==> config.mk <==
export PLATFORM = sky130hd
export DESIGN_NAME = conv_tile_scheduler
export DESIGN_NICKNAME = d
export VERILOG_FILES = /design/src/rtl/conv_tile_scheduler.sv
export SDC_FILE = /design/constraint.sdc
export NUM_CORES = 1
export LEC_CHECK = 0
export BUFFER_PORTS_ARGS = -buffer_cell sky130_fd_sc_hd__buf_2
export CORE_ASPECT_RATIO = 1.1
export CORE_MARGIN = 2
export CORE_UTILIZATION = 59
export DETAILED_ROUTE_END_ITERATION = 10
export PLACE_DENSITY_LB_ADDON = 0.15
export SKIP_LAST_GASP = 1
export SLEW_MARGIN = 20
export SYNTH_ARGS = -nofsm -noshare
export SYNTH_HDL_FRONTEND = slang
export SYNTH_SLANG_ARGS = --single-unit
==> constraint.sdc <==
create_clock -name clk -period 4.9 [get_ports clk]
set_input_delay 1.225 -clock clk [delete_from_list [all_inputs] [get_ports clk]]
set_output_delay 1.225 -clock clk [all_outputs]
set_load 0.05 [all_outputs]
==> src/rtl/conv_tile_scheduler.sv <==
// conv_tile_scheduler
// Walks one convolution layer as a sequence of GEMM tile requests. After
// start, the output feature-map size is found by a restoring division,
// then one tile per (kernel group, oy, ox) is offered to the img2col/GEMM
// datapath, with kgrp outermost and ox innermost. The number of issued but
// not yet retired tiles is capped at MAX_OUT, and conv_done pulses once the
// last issued tile has been retired.
//
// Ports:
//   clk, rst        clock, asynchronous active-high reset
//   start           one-cycle launch pulse (honoured only in IDLE)
//   tensor_size     ifmap edge T
//   kernel_size     kernel edge K
//   stride          stride S
//   kernel_nums     kernel count N
//   busy            layer in progress (including the conv_done cycle)
//   cfg_err         one-cycle pulse on a rejected configuration
//   tile_valid      tile request valid
//   tile_ready      datapath accepts the tile
//   tile_oy/ox      output pixel coordinates
//   tile_row_base   oy*S, ifmap window row origin
//   tile_col_base   ox*S, ifmap window column origin
//   tile_kgrp       kernel group index
//   tile_last       final tile of the layer
//   tile_done       one pulse per retired tile
//   conv_done       one-cycle pulse when the layer is complete
//   ofs             output feature map size
//   dbg_state       current FSM state (0 IDLE, 1 CALC, 2 ISSUE, 3 DRAIN)
//
// Handshake: a tile transfers on a rising edge where tile_valid and
// tile_ready are both high. Once raised, tile_valid and the payload stay
// stable until that transfer; tile_ready may toggle freely.
module conv_tile_scheduler #(
    parameter int TENSOR_W = 8,
    parameter int KERNEL_W = 4,
    parameter int STRIDE_W = 3,
    parameter int KNUM_W   = 8,
    parameter int PE_COLS  = 8,
    parameter int MAX_OUT  = 4
) (
    input  logic                clk,
    input  logic                rst,
    input  logic                start,
    input  logic [TENSOR_W-1:0] tensor_size,
    input  logic [KERNEL_W-1:0] kernel_size,
    input  logic [STRIDE_W-1:0] stride,
    input  logic [KNUM_W-1:0]   kernel_nums,
    output logic                busy,
    output logic                cfg_err,
    output logic                tile_valid,
    input  logic                tile_ready,
    output logic [TENSOR_W-1:0] tile_oy,
    output logic [TENSOR_W-1:0] tile_ox,
    output logic [TENSOR_W-1:0] tile_row_base,
    output logic [TENSOR_W-1:0] tile_col_base,
    output logic [KNUM_W-1:0]   tile_kgrp,
    output logic                tile_last,
    input  logic                tile_done,
    output logic                conv_done,
    output logic [TENSOR_W-1:0] ofs,
    output logic [1:0]          dbg_state
);

    localparam int GRP_SH = $clog2(PE_COLS);
    localparam int PW     = TENSOR_W + STRIDE_W;

    typedef enum logic [1:0] {
        S_IDLE  = 2'd0,
        S_CALC  = 2'd1,
        S_ISSUE = 2'd2,
        S_DRAIN = 2'd3
    } state_t;

    state_t              state_q, state_d;
    logic [STRIDE_W-1:0] s_q, s_d;
    logic [KNUM_W-1:0]   n_q, n_d;
    logic [TENSOR_W-1:0] rem_q, rem_d;
    logic [TENSOR_W-1:0] quo_q, quo_d;
    logic [TENSOR_W-1:0] ofs_q, ofs_d;
    logic [KNUM_W-1:0]   ngrp_q, ngrp_d;
    logic [KNUM_W-1:0]   kgrp_q, kgrp_d;
    logic [TENSOR_W-1:0] oy_q, oy_d;
    logic [TENSOR_W-1:0] ox_q, ox_d;
    logic [TENSOR_W-1:0] row_base_q, row_base_d;
    logic [TENSOR_W-1:0] col_base_q, col_base_d;
    logic [3:0]          out_cnt_q, out_cnt_d;
    logic                tile_valid_q, tile_valid_d;
    logic                tile_last_q, tile_last_d;
    logic                busy_q, busy_d;
    logic                cfg_err_q, cfg_err_d;
    logic                conv_done_q, conv_done_d;

    logic                hs;
    logic                done_eff;
    logic                bad_cfg;
    logic [KNUM_W:0]     n_round;

    assign hs       = tile_valid_q & tile_ready;
    // A retire with nothing outstanding is a stray pulse; drop it.
    assign done_eff = tile_done & (out_cnt_q != 4'd0);
    assign bad_cfg  = (kernel_size == '0) || (stride == '0) || (kernel_nums == '0) ||
                      (int'(kernel_size) > int'(tensor_size));
    // ceil(N / PE_COLS) as add-then-shift.
    assign n_round  = {1'b0, n_q} + (KNUM_W+1)'(PE_COLS - 1);

    always_comb begin
        state_d     = state_q;
        s_d         = s_q;
        n_d         = n_q;
        rem_d       = rem_q;
        quo_d       = quo_q;
        ofs_d       = ofs_q;
        ngrp_d      = ngrp_q;
        kgrp_d      = kgrp_q;
        oy_d        = oy_q;
        ox_d        = ox_q;
        cfg_err_d   = 1'b0;
        conv_done_d = 1'b0;
        out_cnt_d   = out_cnt_q + {3'b000, hs} - {3'b000, done_eff};

        case (state_q)
            S_IDLE: begin
                if (start) begin
                    s_d   = stride;
                    n_d   = kernel_nums;
                    ofs_d = '0;
                    if (bad_cfg) begin
                        cfg_err_d = 1'b1;
                    end else begin
                        state_d = S_CALC;
                        rem_d   = tensor_size - TENSOR_W'(kernel_size);
                        quo_d   = '0;
                        kgrp_d  = '0;
                        oy_d    = '0;
                        ox_d    = '0;
                    end
                end
            end
            S_CALC: begin
                // One restoring-division step: quo ends at floor((T-K)/S).
                if (rem_q >= TENSOR_W'(s_q)) begin
                    rem_d = rem_q - TENSOR_W'(s_q);
                    quo_d = quo_q + TENSOR_W'(1);
                end else begin
                    ofs_d   = quo_q + TENSOR_W'(1);
                    ngrp_d  = KNUM_W'(n_round >> GRP_SH);
                    state_d = S_ISSUE;
                end
            end
            S_ISSUE: begin
                if (hs) begin
                    if (tile_last_q) begin
                        state_d = S_DRAIN;
                    end else if (ox_q == ofs_q - TENSOR_W'(1)) begin
                        ox_d = '0;
                        if (oy_q == ofs_q - TENSOR_W'(1)) begin
                            oy_d   = '0;
                            kgrp_d = kgrp_q + KNUM_W'(1);
                        end else begin
                            oy_d = oy_q + TENSOR_W'(1);
                        end
                    end else begin
                        ox_d = ox_q + TENSOR_W'(1);
                    end
                end
            end
            S_DRAIN: begin
                if (out_cnt_q == 4'd0) begin
                    conv_done_d = 1'b1;
                    state_d     = S_IDLE;
                end
            end
            default: state_d = S_IDLE;
        endcase

        // Decided on next-cycle occupancy so the cap is never exceeded.
        tile_valid_d = (state_d == S_ISSUE) && (out_cnt_d != 4'(MAX_OUT));
        tile_last_d  = (state_d == S_ISSUE) &&
                       (kgrp_d == ngrp_d - KNUM_W'(1)) &&
                       (oy_d == ofs_d - TENSOR_W'(1)) &&
                       (ox_d == ofs_d - TENSOR_W'(1));
        // Product never exceeds T-K, so truncation loses nothing.
        row_base_d   = TENSOR_W'(PW'(oy_d) * PW'(s_q));
        col_base_d   = TENSOR_W'(PW'(ox_d) * PW'(s_q));
        busy_d       = (state_d != S_IDLE) || conv_done_d;
    end

    always_ff @(posedge clk or posedge rst) begin
        if (rst) begin
            state_q      <= S_IDLE;
            s_q          <= '0;
            n_q          <= '0;
            rem_q        <= '0;
            quo_q        <= '0;
            ofs_q        <= '0;
            ngrp_q       <= '0;
            kgrp_q       <= '0;
            oy_q         <= '0;
            ox_q         <= '0;
            row_base_q   <= '0;
            col_base_q   <= '0;
            out_cnt_q    <= '0;
            tile_valid_q <= 1'b0;
            tile_last_q  <= 1'b0;
            busy_q       <= 1'b0;
            cfg_err_q    <= 1'b0;
            conv_done_q  <= 1'b0;
        end else begin
            state_q      <= state_d;
            s_q          <= s_d;
            n_q          <= n_d;
            rem_q        <= rem_d;
            quo_q        <= quo_d;
            ofs_q        <= ofs_d;
            ngrp_q       <= ngrp_d;
            kgrp_q       <= kgrp_d;
            oy_q         <= oy_d;
            ox_q         <= ox_d;
            row_base_q   <= row_base_d;
            col_base_q   <= col_base_d;
            out_cnt_q    <= out_cnt_d;
            tile_valid_q <= tile_valid_d;
            tile_last_q  <= tile_last_d;
            busy_q       <= busy_d;
            cfg_err_q    <= cfg_err_d;
            conv_done_q  <= conv_done_d;
        end
    end

    assign busy          = busy_q;
    assign cfg_err       = cfg_err_q;
    assign tile_valid    = tile_valid_q;
    assign tile_oy       = oy_q;
    assign tile_ox       = ox_q;
    assign tile_row_base = row_base_q;
    assign tile_col_base = col_base_q;
    assign tile_kgrp     = kgrp_q;
    assign tile_last     = tile_last_q;
    assign conv_done     = conv_done_q;
    assign ofs           = ofs_q;
    assign dbg_state     = state_q;

endmodule

---- After elaboration in Yosys (flattened, before gate mapping) ----
Cells that the tools add are included.
word-level totals
  register bits ........................... 94
operators by class
  $add $sub $neg .......................... 12
  multiply operators ...................... 2
  magnitude comparators ................... 2
  equality and inequality tests ........... 13
  muxes and demuxes ....................... 45
  bitwise logic cells ..................... 2
  reductions and logical operators ........ 18
operators by type and width
  kind                                               count
  two-way mux 8 bit                                  27
  one-hot mux 8 bit (2 select lines)                 6
  == test 8 bit                                      5
  adder 8 x 1 -> 8 bit (second input constant)       4
  subtractor 8 x 1 -> 8 bit (second input constant)  3
  multiplier 8 x 3 -> 8 bit                          2
  two-way mux 2 bit                                  6
  adder 8 x 3 -> 9 bit (second input constant)       1
  greater-or-equal comparator 8 x 3 -> 1 bit         1
  > comparator 4 x 8 -> 1 bit                        1
  zero test 4 bit                                    2
  zero test 8 bit                                    1
  one-hot mux 2 bit (4 select lines)                 1
  subtractor 8 x 3 -> 8 bit                          1
  subtractor 8 x 4 -> 8 bit                          1
  == test 2 bit (second input constant)              3
  != test 2 bit (second input constant)              3
  two-way mux 1 bit                                  5
  adder 4 x 1 -> 4 bit                               1
  logical AND 1 bit                                  4
  logical OR 1 bit                                   4
  != test 4 x 3 -> 1 bit (second input constant)     1
  AND reduction 4 bit                                1
  nonzero test 2 bit                                 2
  7 further kinds                                    8

---- Depth between registers and ports, before layout ----
Gate-level depths: netlist of run 1.
  depth in word-level cells ............... 11
  gate-level depth with buffers ........... 22

---- Worst setup path before layout of run 1 ----
OpenSTA, ideal clock, no wires.
  kind .................................... input to register
  start point ............................. in kernel_size[2]
  end point ............................... reg row_base_q[7], in the netlist tile_row_base[7]
  setup time .............................. 125 ps
  arrival time ............................ 4,997 ps
  data required time ...................... 4,775 ps
  slack ................................... -222 ps
  stages on the path ...................... 20
  buffers on the path ..................... 2
  cell sequence ........................... inv_1 ha_1 nor2b_1 o21a_1 or3b_1 and3_1 clkbuf_1 clkbuf_1 a21oi_1 nand2_1 fa_1 inv_1 ha_1 a21o_1 a21oi_1 o21bai_1 a21oi_1 xor2_1 xnor2_1 xnor2_1
between the ends
  cells in the longest elaborated chain, start to end .. 8
RTL lines
  what                                                                 RTL line  source
  start, declared                                                      45        input logic [KERNEL_W-1:0] kernel_size,
  branches (longest 3 deep; another with > comparator 4 x 8 -> 1 bit)  --
  logical OR 1 bit *                                                   101       assign bad_cfg = (kernel_size == '0) || (stride == '0) || (kernel_nums == '0) ||
  two-way mux 8 bit *                                                  127       if (bad_cfg) begin
  two-way mux 8 bit *                                                  123       if (start) begin
  one-hot mux 8 bit (2 select lines) *                                 121       case (state_q)
  via oy_d[3]                                                          82        logic [TENSOR_W-1:0] oy_q, oy_d;
  multiplier 8 x 3 -> 8 bit *                                          183       row_base_d = TENSOR_W'(PW'(oy_d) * PW'(s_q));
  via row_base_d[7]                                                    84        logic [TENSOR_W-1:0] row_base_q, row_base_d;
  end signal, assigned                                                 219       row_base_q <= row_base_d;
  end, declared                                                        84
Mark *: on every way through the listed nets, which the timed path passes.
A chain may end at the register's enable or synchronous reset.

---- Worst setup path in the final report of run 1 ----
  start point ............................. in tensor_size[0]
  end point ............................... reg col_base_q[7], in the netlist tile_col_base[7]
between the ends
  cells in the longest elaborated chain, start to end .. 6
RTL lines
  what                                RTL line  source
  start, declared                     44        input logic [TENSOR_W-1:0] tensor_size,
  > comparator 4 x 8 -> 1 bit         102       (int'(kernel_size) > int'(tensor_size));
  logical OR 1 bit                    101
  two-way mux 8 bit                   127
  two-way mux 8 bit                   123
  one-hot mux 8 bit (2 select lines)  121
  via ox_d[3]                         83        logic [TENSOR_W-1:0] ox_q, ox_d;
  multiplier 8 x 3 -> 8 bit           184       col_base_d = TENSOR_W'(PW'(ox_d) * PW'(s_q));
  via col_base_d[7]                   85        logic [TENSOR_W-1:0] col_base_q, col_base_d;
  end signal, assigned                220       col_base_q <= col_base_d;
  end, declared                       85
The timed path passes the listed nets, and every way through them passes these cells.

==> run summary, run 1 <==
Status = complete, no violations
Vias per cell = 5.93
Clock-pin transition on the worst setup and hold timing paths = 0.07 ns
Post-Place Setup Slack = -0.417 ns
Compound-Gate Fraction of Synth Area = 12.5%
PD cells = 501 nW/µm²
Final Slew Violations = 0
Clock power frac = 17.6%
H-Tree Depth = 3
Starting Density = 61.0%
DP HPWL = 14300 µm
R2R Path End = tile_col_base[7]
Routed WL = 18600 µm
Total track usage = 31.7%
Routing usage on met1 = 39.5%
R2R setup slack = 0.21 ns
Max Cap Viol = 0
PnR worst setup slack = 0.158 ns
Initial antenna violation count = 0
Tcrit/Tclk final = 96.8%
Num CTS Buffers = 9
CTS tree = done
Area contributors post-synth = dfrtp_1, nand2_1, ha_1, xnor2_1, fa_1
Sequential area share after synthesis = 35.0%
Antenna-violating nets left = 0
Grt ovf = 0
Clock latency on the worst-skew pair = 0.35 ns
Synth Area in XOR/XNOR = 9.23%
Final net count = 974
GP Congestion = 0.910
Final hold violations = 0
Logic pwr share = 54.2%
Grt met2 use = 54.4%
Buffers added on ports = 82
Synthesized Nets = 846
Slew headroom = 40.2%
Number of instances in the placed design = 1035
Maximum vdd ir drop = 0.334 mV
Largest net degree at the start of global routing = 70
Worst-Margin Slew = 0.897 ns
R2R Path Start = ofs[0]
Synthesized-area fraction occupied by and/or/nand/nor cells = 25.9%
# diodes = 0
CTS Buffer Depth = 2
Sw Ratio = 46.2%
Non-filler instance count after layout = 1052
Crit path launch type = input pin
Critical path type = in -> reg
Die Y = 116 µm
Switching Power = 0.00187 W
Skew final = 0.00700 ns
Worst Path Required = 5.18 ns
First-pass GRT wire length = 30400 µm
Worst Hold Path EP = ngrp_q[7]
P_int = 0.00218 W
Cell count after synthesis = 772
Warnings from Yosys = 0
CTS Root Cell = clkbuf_16
CP Capture Type = flop
Seq cells post-synth = 94
Top Usage Layer GRT = met2
Cell accounting for the most synthesized area = dfrtp_1
Post-synth top area share = 35.0%
Hold Crit Depth = 2
Commonest non-fill, non-tap cell in the layout = nand2_1
EDFF count, synth = 0
Total of fill cells in the finished design = 847
Crit-path max FO = 4
Via count = 6238
Horiz. Die Dim = 106 µm
Min cycle time layout = 4.74 ns
Leakage Power = 4.04 nW
Initial DRC Count = 449
Num rows = 40
Commonest non-fill, non-tap cells in the layout = nand2_1, dfrtp_1, buf_2, buf_4, inv_1
Core area = 11000 µm²
Layout area overhead = 20.5%
Multiplexer share of the synthesized area = 2.05%
DRT Pass-1 Iters = 7
Drt drc = 0
Worst EP arrival = 5.02 ns
Max Clk Rate = 211 MHz
Netlist cell types = 77
Share of cells above drive strength 1 = 23.5%
Dominant synthesized flop cell = dfrtp_1
GR Util met3 = 4.67%
Ys async rst share = 100%
Post-synthesis adder-cell area fraction = 10.3%
Wire per inst = 17.7 µm
Tot Pwr = 0.00405 W
Main combinational cell family by area after synthesis = simple AND/OR/NAND/NOR gates
Syn_area_per_cell = 8.70 µm²
Hold_sp = ngrp_q[7]
Vias in the first global route = 6232
Worst min path class = reg -> reg
Setup violators final = 0
I/O pins = 83
Share of power burned in registers = 28.1%
CTS sink count = 94
Synthesized area = 6710 µm²
Die Footprint = 12200 µm²
Reg2Reg Depth = 21
==> logic make-up (layout without fill, tap and decap cells) <==
| logic type | Yosys count | count (layout) |
|---|---|---|
| DFF | 94 | 94 |
| muxes | 13 | 13 |
| AOI/OAI and AO/OA | 129 | 129 |
| buffers and inverters | 82 | 215 |
| and+or+nand+nor | 339 | 339 |
| adders and majority gates | 46 | 46 |
| xor gates and xnor gates | 69 | 69 |
==> what timing repair did <==
action,in CTS,in global routing
pin swaps,0,18
resized for setup,5,15
buffers inserted,0,1
hold buffers,0,0
setup endpoints to repair,1,2
==> power by group through the flow <==
stage,registers (W),logic [W],clock network (W)
3_5_place_dp,0.00115,0.00214,0
4_1_cts,0.00113,0.00215,0.000724
6_report,0.00114,0.00220,0.000715
3_3_place_gp,0.00113,0.00206,0
5_1_grt,0.00116,0.00242,0.000753
2_1_floorplan,0.00122,0.00150,0
==> synth_stat cells, drive strengths merged, types with 6 or more instances <==
library cell	instances
buf	11
ha	31
o31ai	6
nand2	127
a21o	7
fa	15
a21oi	33
nor3	20
or3	11
clkbuf	20
xor2	30
xnor2	38
mux2i	10
dfrtp	94
nand2b	11
nand3	29
or2	10
and3	16
and2	15
nor4	17
o21ai	36
inv	51
nor2	50
nor2b	11
==> flip-flops by register name, summed over array words and instances, names as in the netlist <==
signal,cells
n_q,8
tile_row_base,8
tile_oy,8
ngrp_q,8
ofs,8
busy,1
tile_kgrp,8
out_cnt_q,4
tile_ox,8
quo_q,8
tile_valid,1
tile_col_base,8
conv_done,1
dbg_state,2
cfg_err,1
tile_last,1
s_q,3
rem_q,8
==> worst max-delay path by stage <==
stage | startpoint | end | cells past startpoint
6_report | tensor_size[0] | tile_col_base[7] | 22
5_1_grt | tensor_size[0] | tile_col_base[7] | 23
4_1_cts | tensor_size[0] | tile_col_base[7] | 23
3_5_place_dp | tensor_size[0] | tile_col_base[7] | 23
3_3_place_gp | tensor_size[0] | tile_col_base[7] | 20
2_1_floorplan | kernel_size[2] | tile_row_base[7] | 20
==> layer usage <==
layer / vias up / part of all wire, %
met5: - / 0
met4: 0 / 4.3
li1: 2911 / -
met2: 295 / 49
met3: 61 / 7.6
met1: 2971 / 39
==> worst max-delay path, stage by stage <==
cell,delay (ns)
buf_2,0.10
inv_1,0.08
ha_4,0.14
fa_2,0.21
nor2b_2,0.05
o21a_1,0.19
or3b_4,0.44
nand3_4,0.13
o21ai_2,0.11
nor2_2,0.14
nand2_1,0.09
fa_1,0.54
inv_1,0.06
ha_1,0.30
a21o_1,0.17
a21oi_2,0.13
o21bai_1,0.09
a21oi_2,0.16
xor2_1,0.21
xnor2_1,0.16
xnor2_1,0.16
xnor2_1,0.13
==> per-stage QoR <==
step | hold slack, ns | TNS, ns | area [µm²] | utilization [%]
floorplan | 0.444 | -0.00207 | 6770 | -
global placement | 0.469 | -0.291 | 7690 | 69.9
detailed placement | 0.483 | -0.932 | 7690 | 69.9
CTS | 0.499 | 0 | 8010 | 72.8
global route | 0.539 | -0.0245 | 8090 | 73.5
finish | 0.492 | 0 | 8090 | 73.5
==> area by class of cell <==
| class | instances | area, µm² | area share (%) |
|---|---|---|---|
| Multi-Input combinational cell | 596 | 4150 | 51.3 |
| Sequential cell | 94 | 2350 | 29.1 |
| Timing Repair Buffer | 148 | 910 | 11.2 |
| Clock buffer | 11 | 243 | 3.00 |
| Inverter | 51 | 194 | 2.40 |
| Tap cell | 147 | 184 | 2.27 |
| Clock inverter | 5 | 58.8 | 0.727 |
(Power assumes the default switching activity.)
==> run 2, diff against run 1 <==
--- a/config.mk
+++ b/config.mk
@@ -8,7 +8,7 @@
 export BUFFER_PORTS_ARGS = -buffer_cell sky130_fd_sc_hd__buf_2
 export CORE_ASPECT_RATIO = 1.1
 export CORE_MARGIN = 2
-export CORE_UTILIZATION = 59
+export CORE_UTILIZATION = 54
 export DETAILED_ROUTE_END_ITERATION = 10
 export PLACE_DENSITY_LB_ADDON = 0.15
 export SKIP_LAST_GASP = 1
==> constraint.sdc (replaced) <==
create_clock -name clk -period 4.2 [get_ports clk]
set_input_delay 1.05 -clock clk [delete_from_list [all_inputs] [get_ports clk]]
set_output_delay 1.05 -clock clk [all_outputs]
set_load 0.05 [all_outputs]
==> run 2 against run 1 <==
Compared with the run above: the run now ends with negative setup slack left; cell count is 7.1% higher; wire length up 7.3%; critical endpoint unchanged; non-clock buffer count is 68 higher; largest cell class unchanged.
==> run summary, run 2 (synthesis gave the netlist of run 1 again) <==
Total of fill cells in the finished design = 916 (+8.1%)
Initial antenna violation count = 0 (unchanged)
Antenna-violating nets left = 0 (unchanged)
Multi-input combinational cell area = 4360 µm² (+5.0%)
PD cells = 581 nW/µm² (+16%)
Final Slew Violations = 0 (unchanged)
Status = finished with violations
Initial DRC Count = 410 (-8.7%)
Final setup TNS = -0.617 ns (-0.617 ns)
Maximum vdd ir drop = 0.425 mV (+27%)
Number of instances in the placed design = 1096 (+5.9%)
Vias per cell = 5.75 (-3.0%)
Clock-pin transition on the worst setup and hold timing paths = 0.07 ns (about the same)
Max Cap Viol = 0 (unchanged)
Post-Place Setup Slack = -0.756 ns (-0.338 ns)
Die Y = 121 µm (+4.4%)
CP max-delay cell = fa_1
Failing checks = negative setup slack
Worst min path class = reg -> reg
Crit path cell chain = buf_8 > inv_12 > ha_4 > fa_2 > nor2b_4 > o21a_1 > or3b_4 > nand3_4 > and3_4 > a31oi_4 > inv_2 > nand2_2 > fa_1 > inv_2 > ha_4 > a21o_1 > a21oi_4 > o21bai_1 > a21oi_1 > xor2_1 > xnor2_1 > xnor2_1 > xnor2_1
Wire per inst = 17.7 µm (+0.17%)
Worst EP arrival = 4.75 ns (-0.27 ns)
Grt ovf = 0 (unchanged)
Core area = 12100 µm² (+9.8%)
Crit path launch type = input pin
Die Footprint = 13300 µm² (+8.9%)
Num rows = 42 (+5.0%)
Non-filler instance count after layout = 1127 (+7.1%)
Commonest non-fill, non-tap cell in the layout = buf_4
Drt drc = 0 (unchanged)
Vias in the first global route = 6457 (+3.6%)
Buffers added on ports = 82 (unchanged)
Tcrit/Tclk final = 108%
Clock latency on the worst-skew pair = 0.35 ns (about the same)
Skew final = 0.00871 ns (+0.00171 ns)
Hold Slack = 0.487 ns (-0.00528 ns)
Horiz. Die Dim = 110 µm (+4.4%)
CTS Buffer Depth = 2 (unchanged)
Starting Density = 55.5% (-5.4 points)
DP HPWL = 15300 µm (+7.0%)
CTS sink count = 94 (unchanged)
Worst-Margin Slew = 0.954 ns (+0.0571 ns)
Largest net degree at the start of global routing = 75 (+7.1%)
I/O pins = 83 (unchanged)
Max Clk Rate = 221 MHz
Slew headroom = 36.4% (-3.8 points)
Crit-path max FO = 4 (unchanged)
Final hold violations = 0 (unchanged)
CTS tree = done
CTS hold repair buffers = 0 (unchanged)
Tot Pwr = 0.00518 W (+28%)
Register area = 2360 µm² (+0.16%)
Cell repeated most along the worst path = xnor2_1
H-Tree Depth = 3 (unchanged)
PnR worst setup slack = -0.319 ns (-0.477 ns)
CTS Root Cell = clkbuf_16
Share of cells above drive strength 1 = 32.8% (+9.2 points)
GP Congestion = 0.922 (+1.4%)
Via count = 6484 (+3.9%)
Commonest non-fill, non-tap cells in the layout = buf_4, nand2_1, dfrtp_1, buf_2, nor2_1
Total track usage = 31.2% (-0.53 points)
Unrepaired setup endpoints after global routing = yes
Leakage Power = 4.44 nW (+9.8%)
CP peak stage delay = 0.50 ns (-0.04 ns)
Worst Path Required = 4.43 ns (-0.75 ns)
Critical path type = in -> reg
Final net count = 1042 (+7.0%)
Setup violators final = 2 (+2)
Routed WL = 20000 µm (+7.3%)
Num CTS Buffers = 9 (unchanged)
Layout area overhead = 32.9%
Min cycle time layout = 4.52 ns
# diodes = 0 (unchanged)
DRT Pass-1 Iters = 5 (-2)
CP Capture Type = flop
First-pass GRT wire length = 31600 µm (+4.0%)
==> run 2: changes by cell type in the layout (fill, tap and decap cells not counted), moves of 4 or more <==
cell   previous run  this run
ha_4              1         7
inv_1            49        39
inv_2             1         9
ha_1             30        23
buf_6             1         5
buf_4            65       128
==> run 2: path summary, 6_finish.rpt <==
check                               start               end  slack, ns  cells past startpoint
max reg2reg                        ofs[0]  tile_col_base[7]      -0.24                     21
max                        tensor_size[0]  tile_col_base[7]      -0.32                     23
min reg2reg                     ngrp_q[7]         ngrp_q[7]       0.49                      2
min in group asynchronous             rst          quo_q[6]       0.92                      2
min                             ngrp_q[7]         ngrp_q[7]       0.49                      2
max in group asynchronous             rst            ofs[0]       2.53                      3
==> run 2: layout make-up <==
class	count	area share, %
tap	154	2.16
multi-input combinational	596	48.8
inverter	51	2.34
clock inverter	5	0.912
sequential	94	26.4
timing repair buffer	216	16.5
clock buffer	11	2.83
==> run 2: metal layers <==
metal	global-route usage, %	share of wire (%)	wire length, µm
met2	51.6	49	9810
met4	17.2	4.2	833
met1	38.6	42	8300
met3	4.83	5.2	1040
met5	0	0	0
==> run 2: metrics by stage <==
step                      util [%]  cell area, µm²
after global routing          73.8            8920
after detailed placement      67.9            8210
after floorplan                  -            6880
after global placement        67.9            8210
final                         73.8            8920
after CTS                     71.5            8640
==> run 2: critical path, delay by kind of cell <==
kind	cells	cell delay [ns]
and+or+nand+nor	5	0.85
adders and majority gates	4	1.08
buffers and inverters	4	0.29
AOI/OAI and AO/OA	6	0.77
xor gates and xnor gates	4	0.71
==> run 2: where the power goes <==
part	switching, W	internal [W]
sequential	0.000191	0.00110
combinational	0.00175	0.00121
clock	0.000365	0.000554
total	0.00231	0.00287
==> run 2: timing repair <==
action / CTS / global route
pin swaps: 20 / 41
gates cloned: 0 / 0
buffers inserted: 4 / 11
setup endpoints to repair: 4 / 4
gates resized for setup: 17 / 42
